==> src/rtl/ad9361_spi_master.sv <==
// ad9361_spi_master: bit-level 4-wire SPI master for single-byte AD9361 register reads and writes
//
// Ports:
//   sys_clk, sys_rst                 clock, synchronous active-high reset
//   ad9361_reg_addr[9:0]             register address, latched on acceptance
//   ad9361_reg_data_in[7:0]          write data, latched on acceptance
//   ad9361_reg_data_in_en            request, sampled only while idle
//   ad9361_reg_wr_rdn                1 = write, 0 = read
//   ad9361_reg_data_out[7:0]         last read byte, held until the next completed read
//   ad9361_reg_data_out_en           one-cycle pulse in the first gap cycle of a read
//   ad9361_spi_busy                  high from acceptance until the inter-frame gap ends
//   ad9361_spi_cs/sclk/mosi/miso     SPI pins (cs active low, sclk idle low)
//   ad9361_spi_wr_err                readback mismatch flag (AD9361_SPI_RDBK_EN builds only)
//
// Build option: define AD9361_SPI_RDBK_EN to follow every write with a readback of the same
// address and flag mismatches on ad9361_spi_wr_err.
module ad9361_spi_master #(
  parameter int CLK_DIV  = 4,
  parameter int CS_SETUP = 2,
  parameter int CS_HOLD  = 2,
  parameter int CS_GAP   = 4
) (
  input  logic       sys_clk,
  input  logic       sys_rst,
  input  logic [9:0] ad9361_reg_addr,
  input  logic [7:0] ad9361_reg_data_in,
  input  logic       ad9361_reg_data_in_en,
  input  logic       ad9361_reg_wr_rdn,
  output logic [7:0] ad9361_reg_data_out,
  output logic       ad9361_reg_data_out_en,
  output logic       ad9361_spi_busy,
  output logic       ad9361_spi_cs,
  output logic       ad9361_spi_sclk,
  output logic       ad9361_spi_mosi,
`ifdef AD9361_SPI_RDBK_EN
  output logic       ad9361_spi_wr_err,
`endif
  input  logic       ad9361_spi_miso
);
  typedef enum logic [2:0] {IDLE, SETUP, SHIFT, HOLD, GAP} state_t;
  localparam logic [7:0] DIV_T   = 8'(CLK_DIV - 1);
  localparam logic [7:0] SETUP_T = 8'(CS_SETUP - 1);
  localparam logic [7:0] HOLD_T  = 8'(CS_HOLD - 1);
  localparam logic [7:0] GAP_T   = 8'(CS_GAP - 1);
  state_t      state_q, state_d;
  logic [7:0]  cnt_q, cnt_d;
  logic        half_q, half_d;
  logic [4:0]  bit_q, bit_d;
  logic [23:0] frame_q, frame_d;
  logic [7:0]  rx_q, rx_d;
  logic        wr_q, wr_d;
  logic        cs_q, cs_d, sclk_q, sclk_d, busy_q, busy_d;
  logic [7:0]  dout_q, dout_d;
  logic        dout_en_q, dout_en_d;
`ifdef AD9361_SPI_RDBK_EN
  logic [9:0]  addr_q, addr_d;
  logic [7:0]  wdata_q, wdata_d;
  logic        rb_q, rb_d, err_q, err_d;
`endif
  always_comb begin
    state_d   = state_q;
    cnt_d     = cnt_q + 8'd1;
    half_d    = half_q;
    bit_d     = bit_q;
    frame_d   = frame_q;
    rx_d      = rx_q;
    wr_d      = wr_q;
    dout_d    = dout_q;
    dout_en_d = 1'b0;
`ifdef AD9361_SPI_RDBK_EN
    addr_d    = addr_q;
    wdata_d   = wdata_q;
    rb_d      = rb_q;
    err_d     = err_q;
`endif
    case (state_q)
      IDLE: begin
        cnt_d = 8'd0;
        if (ad9361_reg_data_in_en) begin
          state_d = SETUP;
          wr_d    = ad9361_reg_wr_rdn;
          // Reads shift zeros out during the data byte.
          frame_d = {ad9361_reg_wr_rdn, 5'b00000, ad9361_reg_addr,
                     ad9361_reg_wr_rdn ? ad9361_reg_data_in : 8'h00};
`ifdef AD9361_SPI_RDBK_EN
          addr_d  = ad9361_reg_addr;
          wdata_d = ad9361_reg_data_in;
          rb_d    = 1'b0;
          err_d   = ad9361_reg_wr_rdn ? 1'b0 : err_q;
`endif
        end
      end
      SETUP: begin
        if (cnt_q == SETUP_T) begin
          state_d = SHIFT;
          cnt_d   = 8'd0;
          half_d  = 1'b0;
          bit_d   = 5'd23;
        end
      end
      SHIFT: begin
        if (cnt_q == DIV_T) begin
          cnt_d = 8'd0;
          if (!half_q) begin
            // This edge raises SCLK; capture MISO during the data byte.
            half_d = 1'b1;
            rx_d   = bit_q < 5'd8 ? {rx_q[6:0], ad9361_spi_miso} : rx_q;
          end else begin
            // End of a high half: next bit onto MOSI, or done after bit 0
            // (the final shift leaves MOSI low through HOLD).
            frame_d = {frame_q[22:0], 1'b0};
            half_d  = 1'b0;
            state_d = bit_q == 5'd0 ? HOLD : SHIFT;
            bit_d   = bit_q == 5'd0 ? bit_q : bit_q - 5'd1;
          end
        end
      end
      HOLD: begin
        if (cnt_q == HOLD_T) begin
          state_d   = GAP;
          cnt_d     = 8'd0;
          dout_en_d = !wr_q;
          dout_d    = wr_q ? dout_q : rx_q;
`ifdef AD9361_SPI_RDBK_EN
          err_d     = rb_q ? (rx_q != wdata_q) : err_q;
`endif
        end
      end
      GAP: begin
        if (cnt_q == GAP_T) begin
          state_d = IDLE;
          cnt_d   = 8'd0;
`ifdef AD9361_SPI_RDBK_EN
          // A finished write frame chains straight into its readback frame.
          if (wr_q && !rb_q) begin
            state_d = SETUP;
            rb_d    = 1'b1;
            frame_d = {6'b000000, addr_q, 8'h00};
          end
`endif
        end
      end
      default: state_d = IDLE;
    endcase
    cs_d   = !(state_d == SETUP || state_d == SHIFT || state_d == HOLD);
    sclk_d = state_d == SHIFT && half_d;
    busy_d = state_d != IDLE;
  end
  always_ff @(posedge sys_clk) begin
    if (sys_rst) begin
      state_q   <= IDLE;
      cnt_q     <= 8'd0;
      half_q    <= 1'b0;
      bit_q     <= 5'd0;
      frame_q   <= 24'd0;
      rx_q      <= 8'd0;
      wr_q      <= 1'b0;
      cs_q      <= 1'b1;
      sclk_q    <= 1'b0;
      busy_q    <= 1'b0;
      dout_q    <= 8'h00;
      dout_en_q <= 1'b0;
`ifdef AD9361_SPI_RDBK_EN
      addr_q    <= 10'd0;
      wdata_q   <= 8'd0;
      rb_q      <= 1'b0;
      err_q     <= 1'b0;
`endif
    end else begin
      state_q   <= state_d;
      cnt_q     <= cnt_d;
      half_q    <= half_d;
      bit_q     <= bit_d;
      frame_q   <= frame_d;
      rx_q      <= rx_d;
      wr_q      <= wr_d;
      cs_q      <= cs_d;
      sclk_q    <= sclk_d;
      busy_q    <= busy_d;
      dout_q    <= dout_d;
      dout_en_q <= dout_en_d;
`ifdef AD9361_SPI_RDBK_EN
      addr_q    <= addr_d;
      wdata_q   <= wdata_d;
      rb_q      <= rb_d;
      err_q     <= err_d;
`endif
    end
  end
  assign ad9361_reg_data_out    = dout_q;
  assign ad9361_reg_data_out_en = dout_en_q;
  assign ad9361_spi_busy        = busy_q;
  assign ad9361_spi_cs          = cs_q;
  assign ad9361_spi_sclk        = sclk_q;
  assign ad9361_spi_mosi        = frame_q[23];
`ifdef AD9361_SPI_RDBK_EN
  assign ad9361_spi_wr_err      = err_q;
`endif
endmodule

==> config.mk <==
export PLATFORM = sky130hd
export DESIGN_NAME = ad9361_spi_master
export DESIGN_NICKNAME = d
export VERILOG_FILES = /design/src/rtl/ad9361_spi_master.sv
export SDC_FILE = /design/constraint.sdc
export NUM_CORES = 1
export LEC_CHECK = 0
export ABC_AREA = 1
export BUFFER_PORTS_ARGS = -buffer_cell sky130_fd_sc_hd__buf_2
export CORE_ASPECT_RATIO = 0.75
export CORE_MARGIN = 1
export CORE_UTILIZATION = 47
export DETAILED_ROUTE_END_ITERATION = 7
export PLACE_DENSITY = 0.78
export RECOVER_POWER = 50
export SLEW_MARGIN = 20
export SYNTH_ARGS = -nofsm -noshare
export SYNTH_HDL_FRONTEND = slang
export SYNTH_SLANG_ARGS = --single-unit
==> constraint.sdc <==
create_clock -name sys_clk -period 2.6 [get_ports sys_clk]
set_clock_uncertainty 0.15 [all_clocks]
set_input_delay 0.52 -clock sys_clk [delete_from_list [all_inputs] [get_ports sys_clk]]
set_output_delay 0.52 -clock sys_clk [all_outputs]
set_load 0.02 [all_outputs]
==> impl_metrics.json <==
{
  "dpl_worst_slack_ns": 0.584,
  "p_sw_w": 0.000542,
  "ys_ff_latch": 62,
  "fin_crit_ns": 2.13,
  "hold_start": "ad9361_reg_data_in[0]",
  "routed_wl_um": 6040,
  "start_util_pct": 49.0,
  "synth-xor-area-share_pct": 1.22,
  "grt_max_degree": 25,
  "clk_pin_slew_ns": 0.07,
  "placed_cell_area_um2": 3100,
  "fmaxAchievable_ghz": 0.470,
  "ys_top_cells_by_area": "dfxtp_1 43%, nand2_1 14%, nor2_1 8.0%, inv_1 6.3%, o21ai_0 5.4%",
  "cts_tree": "yes",
  "hold-path-cell-count": 3,
  "antenna_found_initial": 0,
  "wl_per_cell_um": 11.2,
  "first_iter_violations": 206,
  "p_comb_share_pct": 10.4,
  "worst_pin_slew_ns": 0.673,
  "intPower_w": 0.00153,
  "viasPerCell": 4.87,
  "maxCapViolCount": 0,
  "firstDrtPassIters": 4,
  "sw_frac_of_total_pct": 26.2,
  "synth_fa_ha_area_share_pct": 1.74,
  "clk_latency_ns": 0.35,
  "vias": 2625,
  "reg2reg_to": "frame_q[0]",
  "die_y_um": 69.7,
  "hpwl_um": 4260,
  "synth_compound_area_share_pct": 13.9,
  "final_area_um2": 3270,
  "holdCritPathClass": "input port to register",
  "syn_inst": 420,
  "fp.dieW_um": 92.2,
  "hold_viol": 0,
  "reg2reg_slack_ns": 0.47,
  "setup_tns_ns": 0,
  "overflow": 0,
  "outcome": "finished clean",
  "grtUsageTotal_pct": 20.8,
  "worstReg2RegStart": "state_q[2]",
  "rsz0062_at_grt": "false",
  "ys_warn_count": 0,
  "gp_congestion": 0.873,
  "portBuffers": 35,
  "cts.htree.levels": 3,
  "setup_slack_ns": 0.474,
  "area_growth_syn_to_layout_pct": 13.8,
  "num_rows": 24,
  "pwr-share-seq_pct": 49.1,
  "cts-resized-gates": 0,
  "ios": 36,
  "core_um2": 5860,
  "synth_area_um2": 2870,
  "power.density_nw_per_um2": 635,
  "p_leak_nw": 1.47,
  "path_max_fanout": 19,
  "synth_top_family_by_area": "simple AND/OR/NAND/NOR gates",
  "synth_top_cell_area_share_pct": 43.3,
  "ys_types": 25,
  "worstPathArrival_ns": 2.27,
  "synth_top_area_cell": "dfxtp_1",
  "peakVddDrop_mv": 0.423,
  "yosysSeqAreaShare_pct": 43.3,
  "critPathLaunchType": "register",
  "endpoint_kind": "register",
  "final_layout_size_suffix_gt1_share_pct": 11.7,
  "cts_root_buffer": "clkbuf_8",
  "postRouteAntennaNets": 0,
  "drc_errors": 0,
  "cts_buffers": 9,
  "synth_area_per_cell_um2": 6.83,
  "clkPwrFrac_pct": 40.6,
  "min_period_over_period_pct": 81.8,
  "nNetsFinal": 483,
  "antenna_cells": 0,
  "fillCellCount": 584,
  "drv_slew": 0,
  "post_cts_buffers": 0,
  "cts_hold_buf": 0,
  "crit_required_ns": 2.74,
  "grt_pass1_vias": 2287,
  "clock_sinks": 62,
  "synth-simple-area-share_pct": 30.1,
  "reg2reg_depth": 8,
  "worstSetupPathType": "register to register",
  "syn_nets": 447,
  "synth_mux_area_share_pct": 0,
  "finalSetupViolCount": 0,
  "maxSlewHeadroom_pct": 55.1,
  "cts.path.max_buffers": 2,
  "grt_first_pass_wirelength_um": 10300,
  "die_area_um2": 6420,
  "min_to": "frame_q[0]"
}
registers in the layout, summed over array words and instances (netlist names), 3 cells and up:
register	cells
frame_q	24
bit_q	5
state_q	3
ad9361_reg_data_out	8
cnt_q	8
rx_q	8
through the flow:
step / instances / power, W / utilization, % / hold WS [ns]
final: 539 / 0.00207 / 55.8 / 0.284
after detailed placement: 523 / 0.00125 / 52.9 / 0.283
after floorplan: 420 / 0.00120 / - / 0.275
after CTS: 539 / 0.00210 / 56.3 / 0.263
after global routing: 539 / 0.00218 / 55.8 / 0.274
after global placement: 523 / 0.00125 / 52.9 / 0.277
cell usage after synthesis:
cell        n
a21oi_1    28
a311oi_1    2
buf_1       1
buf_2       7
buf_6       2
clkbuf_1    5
dfxtp_1    62
ha_1        4
inv_1      48
inv_2       5
nand2_1   104
nand2_2     4
nand3_1    27
nand3_2     1
nand4_1     1
nand4_2     1
nor2_1     61
nor2_2      2
nor2_4      3
nor3_1      2
o21ai_0    31
o21ai_1    12
o311ai_0    3
xnor2_1     1
xor2_1      3
cell usage in the layout (no fill, tap or decap):
| cell | n |
|---|---|
| clkbuf_1 | 14 |
| clkinvlp_4 | 1 |
| nor2_2 | 1 |
| inv_2 | 4 |
| xnor2_1 | 1 |
| nand2_2 | 3 |
| ha_1 | 4 |
| nor2_4 | 3 |
| inv_1 | 49 |
| nand4_2 | 1 |
| buf_4 | 3 |
| o311ai_0 | 3 |
| nor3_1 | 2 |
| o21ai_0 | 31 |
| bufinv_16 | 1 |
| xor2_1 | 3 |
| clkbuf_8 | 10 |
| nand2_1 | 105 |
| nor2_1 | 62 |
| clkinv_4 | 1 |
| clkinv_2 | 3 |
| clkbuf_2 | 1 |
| a311oi_1 | 2 |
| dfxtp_1 | 62 |
| a21oi_1 | 28 |
| buf_2 | 22 |
| nand3_1 | 28 |
| o21ai_1 | 12 |
| nand4_1 | 1 |
power by group through the flow:
stage	registers [W]	clock network [W]	logic, W
floorplan	0.00104	0	0.000158
global placement	0.00104	0	0.000213
detailed placement	0.00104	0	0.000217
CTS	0.00102	0.000866	0.000218
global route	0.00102	0.000912	0.000246
finish	0.00102	0.000841	0.000215
how the worst max path moves through the flow:
stage               startpoint          to  slack, ns  cells after the start
floorplan             cnt_q[0]  frame_q[0]       0.98                      9
global placement    state_q[2]  frame_q[5]       0.68                     10
detailed placement  state_q[2]  frame_q[7]       0.58                     10
CTS                 state_q[2]  frame_q[5]       0.58                     10
global route        state_q[2]  frame_q[7]       0.23                     10
finish              state_q[2]  frame_q[0]       0.47                      8
worst max-delay path: stages, from the launching register on:
cell and delay, ns:
dfxtp_1 0.36, inv_1 0.18, nand2_1 0.13, nor2_4 0.37
nand3_1 0.19, nand2_2 0.10, clkbuf_2 0.35, o21ai_0 0.13
nor2_1 0.12
cells by family (layout without fill, tap and decap cells):
group / after synthesis / in the layout
buffers and inverters: 68 / 109
AOI/OAI and AO/OA: 76 / 76
DFF: 62 / 62
xor gates and xnor gates: 4 / 4
adders and majority gates: 4 / 4
and+or+nand+nor: 206 / 206
layer usage:
metal	global-route usage, %	share of wire (%)
met3	8.55	6.3
met2	30.5	43
met5	0	0
met4	6.77	1.2
met1	27.7	49
area by class of cell:
cell class              instances  area, µm²  share of cell area, %
multi-input cells             290       1340                   41.0
flip-flops and latches         62       1240                   38.0
inverters                      53        199                   6.09
repair buffers                 40        190                   5.82
clock buffers                  10        138                   4.21
well taps                      78       97.6                   2.99
clock inverters                 6       61.3                   1.88
Note: power is estimated with default switching activity, not from simulation.
